**config.mk**
```make
export PLATFORM = sky130hd
export DESIGN_NAME = iob_ibex2axi_ot
export DESIGN_NICKNAME = d
export VERILOG_FILES = /design/src/rtl/iob_ibex2axi_ot.sv
export SDC_FILE = /design/constraint.sdc
export NUM_CORES = 1
export LEC_CHECK = 0
export BUFFER_PORTS_ARGS = -buffer_cell sky130_fd_sc_hd__clkbuf_2
export CAP_MARGIN = 15
export CORE_AREA = 2 2 120 122
export DETAILED_ROUTE_END_ITERATION = 7
export DIE_AREA = 0 0 122 124
export HOLD_SLACK_MARGIN = 0.15
export SYNTH_ARGS = -nofsm -noshare
export SYNTH_HDL_FRONTEND = slang
export SYNTH_SLANG_ARGS = --single-unit
```
**constraint.sdc**
```tcl
create_clock -name clk_i -period 6.4 [get_ports clk_i]
set_input_delay 0.96 -clock clk_i [delete_from_list [all_inputs] [get_ports clk_i]]
set_output_delay 0.96 -clock clk_i [all_outputs]
set_load 0.02 [all_outputs]
```
**src/rtl/iob_ibex2axi_ot.sv**
```systemverilog
// Ibex LSU to AXI4 single-beat bridge with up to MAX_OUT outstanding
// transactions of one direction at a time, so responses return in order.
module iob_ibex2axi_ot #(
  parameter int AXI_ID_W   = 1,
  parameter int AXI_ADDR_W = 32,
  parameter int AXI_DATA_W = 32,
  parameter int AXI_LEN_W  = 8,
  parameter int AXI_ID_VAL = 0,
  parameter int MAX_OUT    = 4
) (
  input  logic                    clk_i,
  input  logic                    arst_ni,
  input  logic                    cke_i,

  input  logic                    ibex_req_i,
  input  logic                    ibex_we_i,
  input  logic [AXI_DATA_W/8-1:0] ibex_be_i,
  input  logic [AXI_ADDR_W-3:0]   ibex_addr_i,
  input  logic [AXI_DATA_W-1:0]   ibex_wdata_i,
  output logic                    ibex_gnt_o,
  output logic                    ibex_rvalid_o,
  output logic [AXI_DATA_W-1:0]   ibex_rdata_o,
  output logic                    ibex_err_o,

  output logic                    awvalid_o,
  input  logic                    awready_i,
  output logic [AXI_ADDR_W-1:0]   awaddr_o,
  output logic [AXI_ID_W-1:0]     awid_o,
  output logic [AXI_LEN_W-1:0]    awlen_o,
  output logic [2:0]              awsize_o,
  output logic [1:0]              awburst_o,
  output logic                    awlock_o,
  output logic [3:0]              awcache_o,
  output logic [2:0]              awprot_o,
  output logic [3:0]              awqos_o,

  output logic                    wvalid_o,
  input  logic                    wready_i,
  output logic [AXI_DATA_W-1:0]   wdata_o,
  output logic [AXI_DATA_W/8-1:0] wstrb_o,
  output logic                    wlast_o,

  input  logic                    bvalid_i,
  output logic                    bready_o,
  input  logic [1:0]              bresp_i,
  input  logic [AXI_ID_W-1:0]     bid_i,

  output logic                    arvalid_o,
  input  logic                    arready_i,
  output logic [AXI_ADDR_W-1:0]   araddr_o,
  output logic [AXI_ID_W-1:0]     arid_o,
  output logic [AXI_LEN_W-1:0]    arlen_o,
  output logic [2:0]              arsize_o,
  output logic [1:0]              arburst_o,
  output logic                    arlock_o,
  output logic [3:0]              arcache_o,
  output logic [2:0]              arprot_o,
  output logic [3:0]              arqos_o,

  input  logic                    rvalid_i,
  output logic                    rready_o,
  input  logic [AXI_DATA_W-1:0]   rdata_i,
  input  logic [1:0]              rresp_i,
  input  logic [AXI_ID_W-1:0]     rid_i,
  input  logic                    rlast_i
);

  localparam int                  CNT_W   = $clog2(MAX_OUT + 1);
  localparam logic [CNT_W-1:0]    MAX_CNT = CNT_W'(MAX_OUT);
  localparam logic [CNT_W-1:0]    CNT_ONE = CNT_W'(1);
  localparam logic [AXI_ID_W-1:0] ID_VAL  = AXI_ID_W'(AXI_ID_VAL);
  localparam int                  BE_W    = AXI_DATA_W / 8;

  logic                  awvalid_q, awvalid_d;
  logic                  wvalid_q,  wvalid_d;
  logic                  arvalid_q, arvalid_d;
  logic [CNT_W-1:0]      cnt_q,     cnt_d;
  // dir_q doubles as the captured write-enable: both load ibex_we_i on grant.
  logic                  dir_q,     dir_d;
  logic [AXI_ADDR_W-3:0] addr_q,    addr_d;
  logic [BE_W-1:0]       be_q,      be_d;
  logic [AXI_DATA_W-1:0] wdata_q,   wdata_d;

  logic slot_free, cnt_nz, dir_ok, gnt;
  logic r_acc, b_acc, rsp_acc, r_err, b_err;

  // Fixed single-beat, 32-bit, incrementing, unprotected transfers.
  assign awlen_o   = '0;
  assign arlen_o   = '0;
  assign awsize_o  = 3'd2;
  assign arsize_o  = 3'd2;
  assign awburst_o = 2'b01;
  assign arburst_o = 2'b01;
  assign awlock_o  = 1'b0;
  assign arlock_o  = 1'b0;
  assign awcache_o = '0;
  assign arcache_o = '0;
  assign awprot_o  = '0;
  assign arprot_o  = '0;
  assign awqos_o   = '0;
  assign arqos_o   = '0;
  assign awid_o    = ID_VAL;
  assign arid_o    = ID_VAL;
  assign wlast_o   = 1'b1;

  assign awvalid_o = awvalid_q;
  assign wvalid_o  = wvalid_q;
  assign arvalid_o = arvalid_q;
  assign awaddr_o  = {addr_q, 2'b00};
  assign araddr_o  = {addr_q, 2'b00};
  assign wdata_o   = wdata_q;
  assign wstrb_o   = be_q;

  // A new request waits for the previous address/data phase to drain, and a
  // direction change waits for every outstanding response to come back.
  assign slot_free  = ~awvalid_q & ~wvalid_q & ~arvalid_q;
  assign cnt_nz     = (cnt_q != '0);
  assign dir_ok     = ~cnt_nz | (ibex_we_i == dir_q);
  assign gnt        = ibex_req_i & cke_i & slot_free & (cnt_q < MAX_CNT) & dir_ok;
  assign ibex_gnt_o = gnt;

  assign rready_o = cke_i & cnt_nz & ~dir_q;
  assign bready_o = cke_i & cnt_nz &  dir_q;
  assign r_acc    = rvalid_i & rready_o;
  assign b_acc    = bvalid_i & bready_o;
  assign rsp_acc  = r_acc | b_acc;

  assign r_err = (rresp_i != 2'b00) | (rid_i != ID_VAL) | ~rlast_i;
  assign b_err = (bresp_i != 2'b00) | (bid_i != ID_VAL);

  assign ibex_rvalid_o = rsp_acc;
  assign ibex_err_o    = (r_acc & r_err) | (b_acc & b_err);
  assign ibex_rdata_o  = r_acc ? rdata_i : '0;

  always_comb begin
    // NOTE: every variable gets its hold value first so no path leaves it
    // unassigned, which would otherwise infer a latch.
    awvalid_d = awvalid_q;
    wvalid_d  = wvalid_q;
    arvalid_d = arvalid_q;
    dir_d     = dir_q;
    addr_d    = addr_q;
    be_d      = be_q;
    wdata_d   = wdata_q;
    cnt_d     = cnt_q;

    if (gnt) begin
      addr_d    = ibex_addr_i;
      be_d      = ibex_be_i;
      wdata_d   = ibex_wdata_i;
      dir_d     = ibex_we_i;
      awvalid_d = ibex_we_i;
      wvalid_d  = ibex_we_i;
      arvalid_d = ~ibex_we_i;
    end else begin
      // Grant only happens with all valids low, so handshakes never race it.
      if (awready_i) awvalid_d = 1'b0;
      if (wready_i)  wvalid_d  = 1'b0;
      if (arready_i) arvalid_d = 1'b0;
    end

    case ({gnt, rsp_acc})
      2'b10:   cnt_d = cnt_q + CNT_ONE;
      2'b01:   cnt_d = cnt_q - CNT_ONE;
      default: cnt_d = cnt_q;
    endcase
  end

  // NOTE: the holding registers are reset along with the control state so a
  // reset leaves awaddr/wdata/wstrb at a known zero rather than stale data.
  always_ff @(posedge clk_i or negedge arst_ni) begin
    if (!arst_ni) begin
      awvalid_q <= 1'b0;
      wvalid_q  <= 1'b0;
      arvalid_q <= 1'b0;
      cnt_q     <= '0;
      dir_q     <= 1'b0;
      addr_q    <= '0;
      be_q      <= '0;
      wdata_q   <= '0;
    end else if (cke_i) begin
      // NOTE: non-blocking assignments so every register samples the
      // pre-edge values regardless of statement order.
      awvalid_q <= awvalid_d;
      wvalid_q  <= wvalid_d;
      arvalid_q <= arvalid_d;
      cnt_q     <= cnt_d;
      dir_q     <= dir_d;
      addr_q    <= addr_d;
      be_q      <= be_d;
      wdata_q   <= wdata_d;
    end
  end

endmodule
```
* Word-level counts from Yosys, hierarchy flattened
Index checks and enable logic that the tools add are counted.
Cells by class: $add $sub $neg 2, $mul 0, divide/modulo/power cells 0, $lt $le $gt $ge 1, equality and inequality tests 3, shift operators 0, mux-type cells 8, bitwise logic cells 26, reduce and logical (&&, ||, !) cells 12
Operator list (count):
- 32-bit 2-to-1 mux | 1
- 1-bit AND | 13
- 2-bit nonzero test | 6
- 2-bit AND reduction | 5
- 1-bit NOT | 7
- 1-bit 2-to-1 mux | 6
- 1-bit OR | 6
- 3-bit one-hot mux with 2 select lines | 1
- 3-bit by 1-bit adder with 3-bit output (second input constant) | 1
- 3-bit < comparator (second input constant) | 1
- 3-bit nonzero test | 1
- 3-bit by 1-bit subtractor with 3-bit output (second input constant) | 1
- 2-bit by 1-bit == test with 1-bit output (second input constant) | 1
- 2-bit == test (second input constant) | 1
- 1-bit == test | 1
Word-level totals: bits in registers 73, bits in latches 0, RAM bits 0, bits in read-only memories 0, bits of input ports 115, output and inout bits 193, word-level logic and storage cells 60, memories kept 0

* Logic depth before layout (Yosys ltp)
Gate-level depths: netlist of run 1.
depth in word-level cells 9, gate-level depth with buffers 9, mapped depth without buffers 9

* Least setup slack after synthesis of run 1
OpenSTA, ideal clock, no wires.
kind input-to-output, from input port ibex_we_i, to output port ibex_gnt_o, arrival time 1.947 ns, required time 5.440 ns, path slack 3.493 ns, stages 5, path buffers 2, cell sequence xor2_1 -> a2111o_1 -> inv_2 -> buf_6 -> buf_8
On the way: cells in the longest elaborated chain, start to end 3
Ends and longest elaborated chain:
- start: declaration | line 16 | input logic ibex_we_i,
- 1-bit == test | line 118 | assign dir_ok = ~cnt_nz | (ibex_we_i == dir_q);
- 1-bit OR | line 118
- 1-bit AND | line 119 | assign gnt = ibex_req_i & cke_i & slot_free & (cnt_q < MAX_CNT) & dir_ok;
- end: declaration | line 20 | output logic ibex_gnt_o,
No other way between the ends.

* Final worst setup path of run 1
from input port cke_i, to output port ibex_gnt_o
On the way: cells in the longest elaborated chain, start to end 4
Ends and longest elaborated chain:
- start: declaration | line 13 | input logic cke_i,
- 1-bit AND (4 in series) | line 119
No other way between the ends.

==> results.yml, run 1 <==
sta:
  maxSlewHeadroom_pct: 39.50
  unrepaired_setup_endpoints_after_global_routing: "no"
  finClkSkew_ns: 0.007299
  report.final.slew_viol_count: 0
  report.final.hold_viol_count: 0
  tightest_slew_ns: 0.9076
  finalCriticalPeriod_ns: 3.554
  finalSetupTns_ns: 0
  final_min_period_over_clock_period_pct: 55.53
  timing.fmax_ghz: 0.2814
  final-setup-viol-count: 0
route:
  drtPass1Iterations: 4
  dr_total_vias: 2834
  drt_iter0_markers: 72
  wl_per_cell_microns: 12.67
  total_wire_length_after_detailed_routing_microns: 9037
  antenna_violating_nets_post_route: 0
  drt-vias-per-instance: 3.975
  number_of_drc_violations_after_detailed_routing: 0
global_route:
  global_route.overflow_total: 0
  largest_net_degree_at_the_start_of_global_routing: 74
  global_route_usage_sum_pct: 11.49
  grt_pass1_vias: 2628
  grt_first_pass_wirelength_microns: 13100
  antenna_found_initial: 0
synth:
  synth.avg_cell_area_sq_um: 12.22
  synth_cell_type_count: 28
  netlist_top_cells_count: "buf_4 (91), dfrtp_1 (73), mux2_2 (48)"
  number_of_synthesized_register_bits: 73
  post-synth-top-count-cell: "buf_4"
  synth_top_area_cell: "dfrtp_1"
  ys_warn_count: 0
  post_synth_inst_count: 308
  ys_seq_area_share_pct: 48.54
  mappedNetlistArea_sq_um: 3764
  synth_ff_type: "dfrtp_1"
  synth.top_cell.area_share_pct: 48.54
  leading_cell_types_by_total_area_after_synthesis: "dfrtp_1 (49%), buf_4 (18%), mux2_2 (14%), mux2_1 (5.7%), and2_1 (5.3%)"
  synth-edff-count: 0
  asyncSetResetFlopFracSynth_pct: 100.0
floorplanning:
  initial_utilization_pct: 27.43
  pin_count: 308
  placeableCoreArea_sq_um: 13720
  rows: 43
  floorplan.die_area_sq_um: 15130
  die_wd_microns: 122
  die_h_microns: 124
layout:
  layout-drive-gt1-share_pct: 59.66
  finalNetCount: 645
  antenna-diode-count: 0
  synthToLayoutAreaGrowth_pct: 34.47
  final_standard_cell_area_without_fillers_sq_um: 5061
place:
  port-buffer-count: 250
  detailedPlacementHpwl_microns: 7206
  replace_congestion: 0.8882
  dpl-instance-area_sq_um: 4721
clock_network:
  cts.repair.resized: 0
  cts_hold_buffers: 0
  cts.repair_timing.setup_buffer_count: 0
  number_of_buffers_created_by_cts: 9
  max-clock-path-buffers: 2
  clk_pin_slew_ns: 0.05
  clock_latency_ns: 0.33
  cts_max_level: 3
  buffer_type_at_the_clock_tree_root: "clkbuf_16"
  clock_sink_count: 73
  tritoncts: "yes"
setup_path:
  timing.critical_path.cells: "clkbuf_2 -> nand4bb_1 -> a2111o_1 -> inv_2 -> clkbuf_2"
  path_delay_family: "buffers and inverters"
  critical_path.startpoint_type: "primary input"
  critical_path_peak_fanout: 33
  most_numerous_cell_on_the_critical_path: "clkbuf_2"
  critPathArrivalTime_ns: 2.59
  path_buf_inv: 3
  cp_max_stage_delay_ns: 0.54
  critPathCaptureType: "output port"
  critical-path-slowest-cell: "inv_2"
  crit_required_ns: 5.44
  critical_path_class: "in2out"
status:
  status: "completed"
power_and_ir_drop:
  leakagePower_nw: 2.759
  power_density_nw_per_um2: 524.9
  worst_ir_drop_vdd_mv: 0.2952
  report.power.total_mw: 2.657
job:
  number_of_max_cap_violations: 0
worst_hold_path:
  worstHoldPathType: "reg2reg"
[power by group]
part | total (mW) | switching (mW) | leakage, nW | internal (mW)
sequential | 0.855 | 0.158 | 0.877 | 0.697
combinational | 1.25 | 0.770 | 1.71 | 0.477
clock | 0.555 | 0.182 | 0.169 | 0.373
total | 2.66 | 1.11 | 2.76 | 1.55
[cell type report]
type                            count  area [sq um]
Sequential cell                    73          1827
Clock inverter                      4         73.82
Timing Repair Buffer              251          1261
Clock buffer                       12         266.5
Tap cell                          180         225.2
Multi-Input combinational cell    188          1389
Inverter                            5         18.77
Fill cell                        1366          8658
[through the flow]
| step | util (%) | instances | hold WS [ns] | setup WS [ns] |
|---|---|---|---|---|
| 6_report | 36.89 | 713 | 0.4853 | 2.846 |
| 5_1_grt | 36.89 | 713 | 0.5083 | 2.709 |
| 4_1_cts | 36.89 | 713 | 0.4910 | 2.809 |
| 3_5_place_dp | 34.41 | 697 | 0.4784 | 2.810 |
| 3_3_place_gp | 34.41 | 697 | 0.4675 | 2.840 |
| 2_1_floorplan | - | 363 | 0.4573 | 3.493 |
[cells by family (layout without fill, tap and decap cells)]
logic type | count (synthesis) | in the layout | synth area share [%]
other | 2 | 57 | 0.1995
flip-flops | 73 | 73 | 48.54
multiplexers | 67 | 67 | 20.05
AO/OA/AOI/OAI | 8 | 8 | 1.429
adder cells (fa/ha/maj) | 2 | 2 | 0.8643
AND/OR/NAND/NOR | 50 | 50 | 7.946
XOR/XNOR | 4 | 4 | 0.9310
buffers and inverters | 102 | 272 | 20.05
[state kept, by name, indices dropped and copies added (netlist names)]
register	count
dir_q	1
wdata_o	32
wstrb_o	4
awvalid_o	1
addr_q	30
arvalid_o	1
wvalid_o	1
cnt_q	3
[per-layer routing]
metal / up-vias / track usage, % / share of wire, %
li1: 1305 / - / -
met1: 1347 / 13.58 / 38
met2: 166 / 18.78 / 50
met3: 16 / 4.121 / 10
met4: 0 / 5.172 / 2.1
met5: - / 0 / 0
[worst paths after layout]
path,depth (start not counted),from,to,slack [ns]
worst min register to register,1,wdata_o[3],wdata_o[3],0.49
min in group asynchronous,1,arst_ni,addr_q[5],0.74
worst max-delay path,5,cke_i,ibex_gnt_o,2.85
worst min-delay path,1,wdata_o[3],wdata_o[3],0.49
worst max register to register,5,cnt_q[2],addr_q[7],3.46
max in group asynchronous,1,arst_ni,addr_q[28],5.04
[layout by cell type (no fill, tap or decap), types with 2 or more instances in the layout]
cell       instances
clkbuf_16          9
nand2_1            8
mux2_2            48
and2_1            32
dfrtp_1           73
mux2_1            19
nor2_1             3
clkbuf_2         249
xor2_1             3
bufinv_16          2
o21ai_0            4
clkbuf_8           3
and3_1             2
buf_4              2
conb_1            57
inv_1              4
[worst reg2reg max path, stage by stage (launching register included)]
cell and delay, ns:
dfrtp_1 0.41, or3_4 0.43, a2111o_1 0.46, inv_2 0.55
buf_4 0.55, mux2_2 0.41
Power figures use the tool's default switching activity.
==> run 2: changes to the inputs <==
--- a/config.mk
+++ b/config.mk
@@ -5,12 +5,14 @@
 export SDC_FILE = /design/constraint.sdc
 export NUM_CORES = 1
 export LEC_CHECK = 0
+export ABC_AREA = 1
 export BUFFER_PORTS_ARGS = -buffer_cell sky130_fd_sc_hd__clkbuf_2
 export CAP_MARGIN = 15
-export CORE_AREA = 2 2 120 122
+export CORE_AREA = 2 2 118 120
 export DETAILED_ROUTE_END_ITERATION = 7
-export DIE_AREA = 0 0 122 124
+export DIE_AREA = 0 0 120 122
 export HOLD_SLACK_MARGIN = 0.15
+export PLACE_DENSITY = 0.65
 export SYNTH_ARGS = -nofsm -noshare
 export SYNTH_HDL_FRONTEND = slang
 export SYNTH_SLANG_ARGS = --single-unit
==> constraint.sdc (replaced) <==
create_clock -name clk_i -period 3.1 [get_ports clk_i]
set_input_delay 0.465 -clock clk_i [delete_from_list [all_inputs] [get_ports clk_i]]
set_output_delay 0.465 -clock clk_i [all_outputs]
set_load 0.02 [all_outputs]
==> run 2 against run 1 <==
Against the previous run: combinational power rose by 110%; area after synthesis rose by 5.4%; die area fell by 3.2%; synthesized cell count rose by 64%.
==> results.yml, run 2 <==
synth:
  synth_top_area_cell: "dfrtp_1"
  synth-edff-count: 0
  netlist_top_cells_count: "nand2_1 (156), buf_4 (92), dfrtp_1 (73)"
  synth_cell_type_count: 20
  post_synth_inst_count: 506
  synth.top_cell.area_share_pct: 46.06
  synth_ff_type: "dfrtp_1"
  number_of_synthesized_register_bits: 73
  mappedNetlistArea_sq_um: 3966
  ys_warn_count: 0
  leading_cell_types_by_total_area_after_synthesis: "dfrtp_1 (46%), buf_4 (17%), nand2_1 (15%), nand3_1 (9.0%), inv_1 (4.0%)"
  ys_seq_area_share_pct: 46.06
  post-synth-top-count-cell: "nand2_1"
  synth.avg_cell_area_sq_um: 7.839
  asyncSetResetFlopFracSynth_pct: 100.0
clock_network:
  cts.repair.resized: 0
  buffer_type_at_the_clock_tree_root: "clkbuf_16"
  clock_latency_ns: 0.33
  cts.repair_timing.setup_buffer_count: 0
  cts_hold_buffers: 0
  clock_sink_count: 73
  tritoncts: "yes"
  max-clock-path-buffers: 2
  cts_max_level: 3
  number_of_buffers_created_by_cts: 9
  clk_pin_slew_ns: 0.06
setup_path:
  critical_path_peak_fanout: 33
  critPathArrivalTime_ns: 1.79
  critical_path.startpoint_type: "flop"
  critPathCaptureType: "output port"
  critical_path_class: "reg2out"
  crit_required_ns: 2.63
global_route:
  global_route.overflow_total: 0
  grt_first_pass_wirelength_microns: 16370
  global_route_usage_sum_pct: 14.36
  largest_net_degree_at_the_start_of_global_routing: 74
  grt_pass1_vias: 3268
  antenna_found_initial: 0
route:
  total_wire_length_after_detailed_routing_microns: 10750
  drt_iter0_markers: 154
  drtPass1Iterations: 4
  dr_total_vias: 3642
  number_of_drc_violations_after_detailed_routing: 0
  wl_per_cell_microns: 11.96
  drt-vias-per-instance: 4.051
  antenna_violating_nets_post_route: 0
sta:
  hold-worst-slack_ns: 0.2829
  report.final.slew_viol_count: 0
  finalCriticalPeriod_ns: 2.259
  final_min_period_over_clock_period_pct: 72.86
  unrepaired_setup_endpoints_after_global_routing: "no"
  tightest_slew_ns: 0.9384
  maxSlewHeadroom_pct: 37.44
  final-setup-viol-count: 0
  finClkSkew_ns: 0.006948
  report.final.hold_viol_count: 0
  finalSetupTns_ns: 0
  timing.fmax_ghz: 0.4427
power_and_ir_drop:
  leakagePower_nw: 3.313
  power_density_nw_per_um2: 1047
  worst_ir_drop_vdd_mv: 0.4786
layout:
  layout_common_cells: "clkbuf_2 (249), nand2_1 (156), dfrtp_1 (73), nand3_1 (71), conb_1 (57)"
  nFillCells: 1455
  largest_register_ff_count: 32
  synthToLayoutAreaGrowth_pct: 31.01
  antenna-diode-count: 0
  layout-drive-gt1-share_pct: 37.97
  final_standard_cell_area_without_fillers_sq_um: 5196
  finalNetCount: 832
  most_common_cell_after_layout_fill_and_taps_aside: "clkbuf_2"
  instances_no_fill: 899
place:
  replace_congestion: 0.8060
  dpl-instance-area_sq_um: 4900
  port-buffer-count: 250
  detailedPlacementHpwl_microns: 7783
  dpl.cell_count: 884
job:
  number_of_max_cap_violations: 0
floorplanning:
  placeableCoreArea_sq_um: 13500
  floorplan.die_area_sq_um: 14640
  pin_count: 308
  die_wd_microns: 120
  die_h_microns: 122
  rows: 43
  initial_utilization_pct: 29.37
worst_hold_path:
  worstHoldPathType: "in2async"
status:
  status: "completed"
[run 2: cell types whose count changed in the layout (fill, tap and decap cells not counted), moves of 4 or more]
cell / previous run / this run
nand2_1: 8 / 156
nand3_1: 0 / 71
mux2_2: 48 / 0
inv_1: 4 / 42
nor2_1: 3 / 38
and2_1: 32 / 0
mux2_1: 19 / 0
o21ai_0: 4 / 0
[run 2: layout make-up]
class	count	area, sq um	share of cell area [%]
clock buffers	12	256.5	4.936
clock inverters	3	40.04	0.7705
inverters	43	161.4	3.106
multi-input cells	334	1403	26.99
flip-flops and latches	73	1827	35.16
well taps	180	225.2	4.334
repair buffers	254	1284	24.71
[run 2: worst paths after layout]
check                                 startpoint            end  slack [ns]  depth (start not counted)
worst max-delay path                    cnt_q[1]  ibex_rvalid_o        0.84                          8
worst min-delay path                     arst_ni    wdata_o[19]        0.28                          1
worst max register to register          cnt_q[1]       cnt_q[2]        0.87                         14
worst min register to register        wdata_o[8]     wdata_o[8]        0.47                          2
max in group asynchronous                arst_ni     addr_q[15]        2.21                          1
min in group clk_i              ibex_wdata_i[22]    wdata_o[22]        0.36                          3
[run 2: logic make-up (layout without fill, tap and decap cells)]
| kind of cell | Yosys count | in the layout | share of synthesized area, % |
|---|---|---|---|
| and+or+nand+nor | 271 | 271 | 28.33 |
| buffers and inverters | 154 | 312 | 23.91 |
| DFF | 73 | 73 | 46.06 |
| adders and majority gates | 2 | 2 | 0.8202 |
| other | 2 | 57 | 0.1893 |
| AOI/OAI and AO/OA | 2 | 2 | 0.2524 |
| xor gates and xnor gates | 2 | 2 | 0.4417 |
[run 2: power by group]
part / total (mW) / internal [mW] / switching [mW]
Combinational: 2.64 / 0.781 / 1.86
Clock: 1.04 / 0.660 / 0.383
Sequential: 1.76 / 1.43 / 0.333
[run 2: stage by stage]
stage          utilization [%]  setup slack, ns  power [mW]
4_1_cts                  38.48           0.8026       5.518
6_report                 38.48           0.8414       5.441
2_1_floorplan                -           0.7173       3.762
3_5_place_dp             36.28           0.8115       4.447
5_1_grt                  38.48           0.6147       5.845
3_3_place_gp             36.28           0.8558       4.415
[run 2: worst max-delay path, stage by stage, from the launching register on]
cell and delay [ns]:
dfrtp_1 0.40, nor2_1 0.16, nand2_1 0.10, nand2_1 0.10, nor2_2 0.05, nand2_1 0.06
buf_4 0.29, nand2_1 0.12, clkbuf_2 0.18
[run 2: layer usage]
metal	GRT usage [%]	part of all wire [%]	vias up
met2	25.57	52	158
met1	16.36	40	1663
met3	3.886	7.6	8
met5	0	0	-
li1	-	-	1813
met4	5.588	1.1	0
